**src/rtl/uart_frame_arbiter_if.sv**
```systemverilog
// Requester and transmitter signal bundle for uart_frame_arbiter.
// The arbiter is the slave; producers plus transmitter form the master side.
interface uart_frame_arbiter_if #(
    parameter int NUM_REQ    = 4,
    parameter int DATA_WIDTH = 64
);
    logic [NUM_REQ-1:0]            i_req;
    logic [NUM_REQ*DATA_WIDTH-1:0] i_data;
    logic [NUM_REQ-1:0]            o_grant;
    logic [NUM_REQ-1:0]            o_ack;
    logic [NUM_REQ-1:0]            o_err;
    logic                          o_active;
    logic                          o_frame_request;
    logic [DATA_WIDTH-1:0]         o_frame_data;
    logic                          i_frame_busy;
    logic                          i_frame_done;

    modport master (
        output i_req, i_data, i_frame_busy, i_frame_done,
        input  o_grant, o_ack, o_err, o_active,
        input  o_frame_request, o_frame_data
    );

    modport slave (
        input  i_req, i_data, i_frame_busy, i_frame_done,
        output o_grant, o_ack, o_err, o_active,
        output o_frame_request, o_frame_data
    );
endinterface

```
**src/rtl/uart_frame_arbiter.sv**
```systemverilog
// Round-robin sharing of one UART frame transmitter among NUM_REQ producers,
// with per-owner ack on done and error pulse on timeout.
module uart_frame_arbiter #(
    parameter int NUM_REQ        = 4,
    parameter int DATA_WIDTH     = 64,
    parameter int TIMEOUT_CYCLES = 1_000_000
) (
    input  logic                clock,
    input  logic                reset,
    uart_frame_arbiter_if.slave bus
);
    localparam int PW = (NUM_REQ > 1) ? $clog2(NUM_REQ) : 1;
    localparam int CW = $clog2(TIMEOUT_CYCLES) + 1;

    typedef enum logic [1:0] {
        IDLE,
        ISSUE,
        WAIT_DONE,
        DONE
    } state_t;

    state_t                state_q, state_d;
    logic [PW-1:0]         owner_q, owner_d;
    logic [PW-1:0]         rr_q, rr_d;
    logic [CW-1:0]         cnt_q, cnt_d;
    logic [DATA_WIDTH-1:0] data_q, data_d;
    logic                  err_q, err_d;

    logic                  found;
    logic [PW-1:0]         win;
    logic [DATA_WIDTH-1:0] win_data;
    logic [PW:0]           idx;
    logic [NUM_REQ-1:0]    own_oh;

    // First pending requester at or after rr_q, wrapping modulo NUM_REQ.
    always_comb begin
        found    = 1'b0;
        win      = '0;
        idx      = '0;
        win_data = '0;
        for (int i = 0; i < NUM_REQ; i++) begin
            idx = {1'b0, rr_q} + (PW+1)'(i);
            if (idx >= (PW+1)'(NUM_REQ))
                idx = idx - (PW+1)'(NUM_REQ);
            if (!found && bus.i_req[idx[PW-1:0]]) begin
                found = 1'b1;
                win   = idx[PW-1:0];
            end
        end
        for (int k = 0; k < NUM_REQ; k++) begin
            if (win == PW'(k))
                win_data = bus.i_data[k*DATA_WIDTH +: DATA_WIDTH];
        end
    end

    always_comb begin
        state_d = state_q;
        owner_d = owner_q;
        rr_d    = rr_q;
        cnt_d   = cnt_q;
        data_d  = data_q;
        err_d   = err_q;
        unique case (state_q)
            IDLE: begin
                if (found && !bus.i_frame_busy) begin
                    owner_d = win;
                    data_d  = win_data;
                    state_d = ISSUE;
                end
            end
            ISSUE: begin
                cnt_d   = '0;
                state_d = WAIT_DONE;
            end
            WAIT_DONE: begin
                cnt_d = cnt_q + 1'b1;
                // Done takes precedence over a coincident timeout.
                if (bus.i_frame_done) begin
                    err_d   = 1'b0;
                    state_d = DONE;
                end else if (cnt_q == CW'(TIMEOUT_CYCLES - 1)) begin
                    err_d   = 1'b1;
                    state_d = DONE;
                end
            end
            DONE: begin
                if (owner_q == PW'(NUM_REQ - 1))
                    rr_d = '0;
                else
                    rr_d = owner_q + 1'b1;
                state_d = IDLE;
            end
            default: state_d = IDLE;
        endcase
    end

    always_ff @(posedge clock or negedge reset) begin
        if (!reset) begin
            state_q <= IDLE;
            owner_q <= '0;
            rr_q    <= '0;
            cnt_q   <= '0;
            data_q  <= '0;
            err_q   <= 1'b0;
        end else begin
            state_q <= state_d;
            owner_q <= owner_d;
            rr_q    <= rr_d;
            cnt_q   <= cnt_d;
            data_q  <= data_d;
            err_q   <= err_d;
        end
    end

    assign own_oh = NUM_REQ'(1) << owner_q;

    assign bus.o_grant = (state_q == ISSUE || state_q == WAIT_DONE)
                         ? own_oh : '0;
    assign bus.o_ack   = (state_q == DONE && !err_q) ? own_oh : '0;
    assign bus.o_err   = (state_q == DONE && err_q) ? own_oh : '0;
    assign bus.o_active        = (state_q != IDLE);
    assign bus.o_frame_request = (state_q == ISSUE);
    assign bus.o_frame_data    = data_q;
endmodule
```
**src/flat_wrapper.sv**
```systemverilog
// flat-port wrapper written by rule: the top's interface ports become plain ports
module uart_frame_arbiter_flat 
#(
    parameter int NUM_REQ        = 4,
    parameter int DATA_WIDTH     = 64,
    parameter int TIMEOUT_CYCLES = 1_000_000
)
  (clock, reset, bus_i_req, bus_i_data, bus_i_frame_busy, bus_i_frame_done, bus_o_grant, bus_o_ack, bus_o_err, bus_o_active, bus_o_frame_request, bus_o_frame_data);
  uart_frame_arbiter_if #(.NUM_REQ(NUM_REQ), .DATA_WIDTH(DATA_WIDTH)) bus_i ();
  input  logic clock;
  input  logic reset;
  input wire logic [$bits(bus_i.i_req)-1:0] bus_i_req;
  input wire logic [$bits(bus_i.i_data)-1:0] bus_i_data;
  input wire logic [$bits(bus_i.i_frame_busy)-1:0] bus_i_frame_busy;
  input wire logic [$bits(bus_i.i_frame_done)-1:0] bus_i_frame_done;
  output wire logic [$bits(bus_i.o_grant)-1:0] bus_o_grant;
  output wire logic [$bits(bus_i.o_ack)-1:0] bus_o_ack;
  output wire logic [$bits(bus_i.o_err)-1:0] bus_o_err;
  output wire logic [$bits(bus_i.o_active)-1:0] bus_o_active;
  output wire logic [$bits(bus_i.o_frame_request)-1:0] bus_o_frame_request;
  output wire logic [$bits(bus_i.o_frame_data)-1:0] bus_o_frame_data;
  assign bus_i.i_req = bus_i_req;
  assign bus_i.i_data = bus_i_data;
  assign bus_i.i_frame_busy = bus_i_frame_busy;
  assign bus_i.i_frame_done = bus_i_frame_done;
  assign bus_o_grant = bus_i.o_grant;
  assign bus_o_ack = bus_i.o_ack;
  assign bus_o_err = bus_i.o_err;
  assign bus_o_active = bus_i.o_active;
  assign bus_o_frame_request = bus_i.o_frame_request;
  assign bus_o_frame_data = bus_i.o_frame_data;
  uart_frame_arbiter #(.NUM_REQ(NUM_REQ), .DATA_WIDTH(DATA_WIDTH), .TIMEOUT_CYCLES(TIMEOUT_CYCLES)) u_core (.clock(clock), .reset(reset), .bus(bus_i));
endmodule
```
**config.mk**
```make
export PLATFORM = sky130hd
export DESIGN_NAME = uart_frame_arbiter_flat
export DESIGN_NICKNAME = d
export VERILOG_FILES = /design/src/rtl/uart_frame_arbiter_if.sv /design/src/rtl/uart_frame_arbiter.sv /design/src/flat_wrapper.sv
export SDC_FILE = /design/constraint.sdc
export NUM_CORES = 1
export LEC_CHECK = 0
export CAP_MARGIN = 20
export CORE_AREA = 2 2 133 135
export CTS_CLUSTER_SIZE = 40
export DETAILED_ROUTE_END_ITERATION = 10
export DIE_AREA = 0 0 135 137
export PLACE_DENSITY = 0.69
export SKIP_LAST_GASP = 1
export SLEW_MARGIN = 10
export SYNTH_ARGS = -nofsm -noshare
export SYNTH_HDL_FRONTEND = slang
export SYNTH_SLANG_ARGS = --single-unit
```
**constraint.sdc**
```tcl
create_clock -name clock -period 2.12 [get_ports clock]
set_clock_uncertainty 0.2 [all_clocks]
set_input_delay 0.318 -clock clock [delete_from_list [all_inputs] [get_ports clock]]
set_output_delay 0.318 -clock clock [all_outputs]
set_load 0.01 [all_outputs]
```
==> flow_summary.html <==
<table>
<tr><th>Metric</th><th>Value</th></tr>
<tr><th colspan="2">Synthesis</th></tr>
<tr><td>Count of synthesis-stage warnings from yosys</td><td>0</td></tr>
<tr><td>Number of enable-type register cells in the synthesized netlist</td><td>0</td></tr>
<tr><td>Syn_area_per_cell</td><td>approximately 10 um^2</td></tr>
<tr><td>Post-Syn Area</td><td>5643 um^2</td></tr>
<tr><td>Top FF cell, synth</td><td>sky130_fd_sc_hd__dfrtp_1</td></tr>
<tr><td>Sequential cell area fraction in the yosys report</td><td>40.80%</td></tr>
<tr><td>Syn_nets</td><td>around 800</td></tr>
<tr><td>Gate count after technology mapping</td><td>approximately 540</td></tr>
<tr><td>Post-synthesis register bit count</td><td>a little over 90</td></tr>
<tr><td>Number of unique standard cell types used by synthesis</td><td>39</td></tr>
<tr><td>FFs w/ async S/R, synth</td><td>100.0%</td></tr>
<tr><th colspan="2">Power and ir drop</th></tr>
<tr><td>Final total power</td><td>roughly 0.011 W</td></tr>
<tr><td>Largest vdd supply drop</td><td>0.4513 mV</td></tr>
<tr><td>Leakage power summed over all cells</td><td>around 4.7 nW</td></tr>
<tr><td>Power density over the cells</td><td>approximately 1000 nW/um^2</td></tr>
<tr><th colspan="2">Routing</th></tr>
<tr><td>Number of nets with antenna violations after detailed routing</td><td>0</td></tr>
<tr><td>Vias per cell</td><td>approximately 5</td></tr>
<tr><td>Wire length per cell after detailed routing</td><td>17.89 um</td></tr>
<tr><td>Routed vias</td><td>5677</td></tr>
<tr><td>Remaining routing DRC violations</td><td>0</td></tr>
<tr><td>Aggregate routed wire length</td><td>between 20000 and 25000 um</td></tr>
<tr><td>First-pass iteration count of the detailed router</td><td>4</td></tr>
<tr><td>First-iteration detailed-routing DRC count</td><td>266</td></tr>
<tr><th colspan="2">Die</th></tr>
<tr><td>Area of the core</td><td>about 17000 um^2</td></tr>
<tr><td>Overall die area</td><td>between 15000 and 20000 um^2</td></tr>
<tr><td>Number of top-level pins</td><td>342</td></tr>
<tr><td>Site row count</td><td>48</td></tr>
<tr><td>Initial core utilization</td><td>approximately 33%</td></tr>
<tr><td>Die boundary width</td><td>135 um</td></tr>
<tr><td>DIE HEIGHT</td><td>about 140 um</td></tr>
<tr><th colspan="2">Clock tree</th></tr>
<tr><td>CTS tree</td><td>done</td></tr>
<tr><td>Number of clock sinks</td><td>just over 90</td></tr>
<tr><td>Maximum buffer depth of the clock tree</td><td>2</td></tr>
<tr><td>Register clock-pin slew on the reported worst setup and hold paths</td><td>70 ps</td></tr>
<tr><td>H-tree levels</td><td>3</td></tr>
<tr><td>Num CTS Buffers</td><td>9</td></tr>
<tr><td>Worst-Skew Late Latency</td><td>approximately 340 ps</td></tr>
<tr><td>Library cell used as clock root buffer</td><td>sky130_fd_sc_hd__clkbuf_16</td></tr>
<tr><th colspan="2">Setup path</th></tr>
<tr><td>WS Path Type</td><td>flop to output pin</td></tr>
<tr><td>Kind of start point of the critical path</td><td>flop</td></tr>
<tr><td>Data required time of the critical path</td><td>approximately 1600 ps</td></tr>
<tr><td>Chain of cells forming the critical path</td><td>ha_2, nor2b_4, and2_1, dlygate4sd2_1</td></tr>
<tr><td>Kind of capture point of the worst setup path</td><td>output pin</td></tr>
<tr><td>Maximum net fanout on the critical path</td><td>4</td></tr>
<tr><td>Max stage delay on crit path</td><td>slightly above 400 ps</td></tr>
<tr><td>Sum of buffers and inverters on the critical path</td><td>1</td></tr>
<tr><td>Cell family with the largest share of critical-path delay</td><td>flip-flops</td></tr>
<tr><td>Minimum setup slack among reg-to-reg paths</td><td>around 90 ps</td></tr>
<tr><td>Data arrival time of the critical path</td><td>around 1500 ps</td></tr>
<tr><td>Worst path slowest cell</td><td>sky130_fd_sc_hd__dfrtp_1</td></tr>
<tr><th colspan="2">Timing</th></tr>
<tr><td>Hold violation count in the final report</td><td>0</td></tr>
<tr><td>Tmin final</td><td>slightly above 2000 ps</td></tr>
<tr><td>Fin worst setup slack</td><td>72.35 ps</td></tr>
<tr><td>Final setup vio count</td><td>0</td></tr>
<tr><td>Unrepaired setup endpoints after global routing</td><td>yes</td></tr>
<tr><td>Transition time of the tightest slew-check pin</td><td>roughly 470 ps</td></tr>
<tr><td>Final hold slack</td><td>~260 ps</td></tr>
<tr><td>Maximum clock frequency</td><td>between 400 and 500 MHz</td></tr>
<tr><td>Pins Over Slew Limit</td><td>0</td></tr>
<tr><td>Final critical-path share of the clock period</td><td>a little over nine tenths</td></tr>
<tr><td>Relative slew slack</td><td>approximately two thirds</td></tr>
<tr><th colspan="2">Worst hold path</th></tr>
<tr><td>Path type of the worst min-delay path</td><td>input pin to asynchronous set/reset pin</td></tr>
<tr><th colspan="2">Global routing</th></tr>
<tr><td>Global-route usage over all layers</td><td>approximately a fifth</td></tr>
<tr><td>Global-route wire length before repair</td><td>30510 um</td></tr>
<tr><td>Number of global-route vias before repair</td><td>5752</td></tr>
<tr><td>Initial antenna violation count</td><td>0</td></tr>
<tr><td>Overall overflow remaining after global route</td><td>0</td></tr>
<tr><td>Maximum number of pins on one net before global-route repair</td><td>42</td></tr>
<tr><th colspan="2">Placed design</th></tr>
<tr><td>Detailed placement HPWL</td><td>15610 um</td></tr>
<tr><td>Pre-CTS worst setup slack</td><td>-331.6 ps</td></tr>
<tr><td>Placer Congestion</td><td>around 0.84</td></tr>
<tr><td>Port-buffer cells</td><td>between 300 and 400</td></tr>
<tr><td>Placed cell count</td><td>1113</td></tr>
<tr><th colspan="2">Finish</th></tr>
<tr><td>Fraction of layout cells with a size suffix above 1</td><td>~11%</td></tr>
<tr><td>Fill cell total of the finished layout</td><td>approximately 1500</td></tr>
<tr><td>Layout Cells excl Fill</td><td>~1100</td></tr>
<tr><td>Number of nets in the finished design</td><td>approximately 1200</td></tr>
<tr><td>Diodes inserted</td><td>0</td></tr>
<tr><td>Layout overhead on the synthesized area</td><td>78.94%</td></tr>
<tr><th colspan="2">Outcome</th></tr>
<tr><td>Run status</td><td>finished, final reports clean</td></tr>
<tr><th colspan="2">Job</th></tr>
<tr><td>Max_cap viols</td><td>0</td></tr>
</table>
flip-flops by register name, indices dropped and copies added, names as in the netlist:
| signal | cells |
|---|---|
| u_core.owner_q | 2 |
| u_core.cnt_q | 21 |
| u_core.rr_q | 2 |
| u_core.err_q | 1 |
| u_core.state_q | 2 |
| u_core.bus.o_frame_data | 64 |
cell usage after synthesis, types with 8 or more instances:
cell type                  number  share of area, %
sky130_fd_sc_hd__and2_1         8              0.89
sky130_fd_sc_hd__nand2_1       87               5.8
sky130_fd_sc_hd__xnor2_1        8               1.2
sky130_fd_sc_hd__inv_1         10              0.67
sky130_fd_sc_hd__mux2i_1      128                23
sky130_fd_sc_hd__buf_2          8              0.71
sky130_fd_sc_hd__clkbuf_1      15               1.0
sky130_fd_sc_hd__xor2_1         8               1.2
sky130_fd_sc_hd__nor2_1        24               1.6
sky130_fd_sc_hd__o221ai_1      64               9.9
sky130_fd_sc_hd__nand3_1       12               1.1
sky130_fd_sc_hd__dfrtp_1       92                41
sky130_fd_sc_hd__ha_1          10               2.2
what timing repair did:
item | 4_1_cts | 5_1_grt
gates cloned | 0 | 2
buffers inserted | 1 | 7
endpoints found under the hold margin | 26 | 0
gates resized for setup | 20 | 26
hold buffers | 1 | 0
pin swaps | 1 | 4
setup endpoints to repair | 15 | 82
power breakdown:
part / leakage, nW / internal (W) / total [W] / switching, W
combinational: 3.35 / 0.00335 / 0.00596 / 0.00261
sequential: 1.18 / 0.00241 / 0.00280 / 0.000394
clock: 0.159 / 0.00107 / 0.00178 / 0.000718
total: 4.69 / 0.00682 / 0.0105 / 0.00372
cell families after synthesis:
| group | count (synthesis) | share of synthesized area (%) |
|---|---|---|
| AND/OR/NAND/NOR | 161 | 12.95 |
| flip-flops | 92 | 40.80 |
| multiplexers | 130 | 23.10 |
| XOR/XNOR | 16 | 2.483 |
| buffers and inverters | 49 | 6.563 |
| adder cells (fa/ha/maj) | 10 | 2.217 |
| AO/OA/AOI/OAI | 81 | 11.88 |
placed cells by master, fill, tap and decap left out, drive strengths merged, types with 3 or more instances in the layout:
cell	instances
nor4	5
xnor2	8
o21ai	8
and3	6
and2	8
nand2	87
buf	55
nor2	24
nand3	13
o31ai	3
nor2b	4
nor3	3
dfrtp	92
clkbuf	19
inv	12
xor2	8
clkdlybuf4s50	324
o221ai	64
mux2i	128
ha	10
nand4	5
dlygate4sd2	6
path summary, 6_finish.rpt:
| check | cells past startpoint | startpoint | endpoint |
|---|---|---|---|
| max in group asynchronous | 3 | reset | u_core.bus.o_frame_data[16]$_DFFE_PN0P_ |
| worst min register to register | 2 | u_core.bus.o_frame_data[48]$_DFFE_PN0P_ | u_core.bus.o_frame_data[48]$_DFFE_PN0P_ |
| min in group clock | 2 | u_core.bus.o_frame_data[48]$_DFFE_PN0P_ | u_core.bus.o_frame_data[48]$_DFFE_PN0P_ |
| worst max-delay path | 4 | u_core.state_q[1]$_DFFE_PN0P_ | bus_o_ack[0] |
| worst max register to register | 7 | u_core.rr_q[1]$_DFFE_PN0N_ | u_core.bus.o_frame_data[59]$_DFFE_PN0P_ |
| worst min-delay path | 2 | reset | u_core.rr_q[0]$_DFFE_PN0N_ |
stage by stage:
step	setup TNS (ps)	cell area [um^2]	util [%]
3_3_place_gp	-16210	9617	56.38
2_1_floorplan	0	5643	-
5_1_grt	-290.4	10100	59.20
6_report	0	10100	59.20
3_5_place_dp	-16800	9617	56.38
4_1_cts	0	9963	58.41
metal layers:
metal	wire length, um	global-route usage [%]	vias up	part of all wire (%)
met5	0	0	-	0
met4	508	8.449	0	2.5
met3	1738	5.963	30	8.5
met2	9874	35.73	248	48
met1	8268	25.72	2672	41
li1	-	-	2727	-
layout make-up:
type / count / area [um^2] / share of cell area [%]
Clock inverter: 6 / 86.33 / 0.8550
Timing Repair Buffer: 398 / 4100 / 40.61
Clock buffer: 10 / 239.0 / 2.367
Sequential cell: 92 / 2303 / 22.81
Multi-Input combinational cell: 398 / 3045 / 30.16
Tap cell: 225 / 281.5 / 2.788
Inverter: 11 / 41.29 / 0.4089
Note: power is estimated with default switching activity, not from simulation.
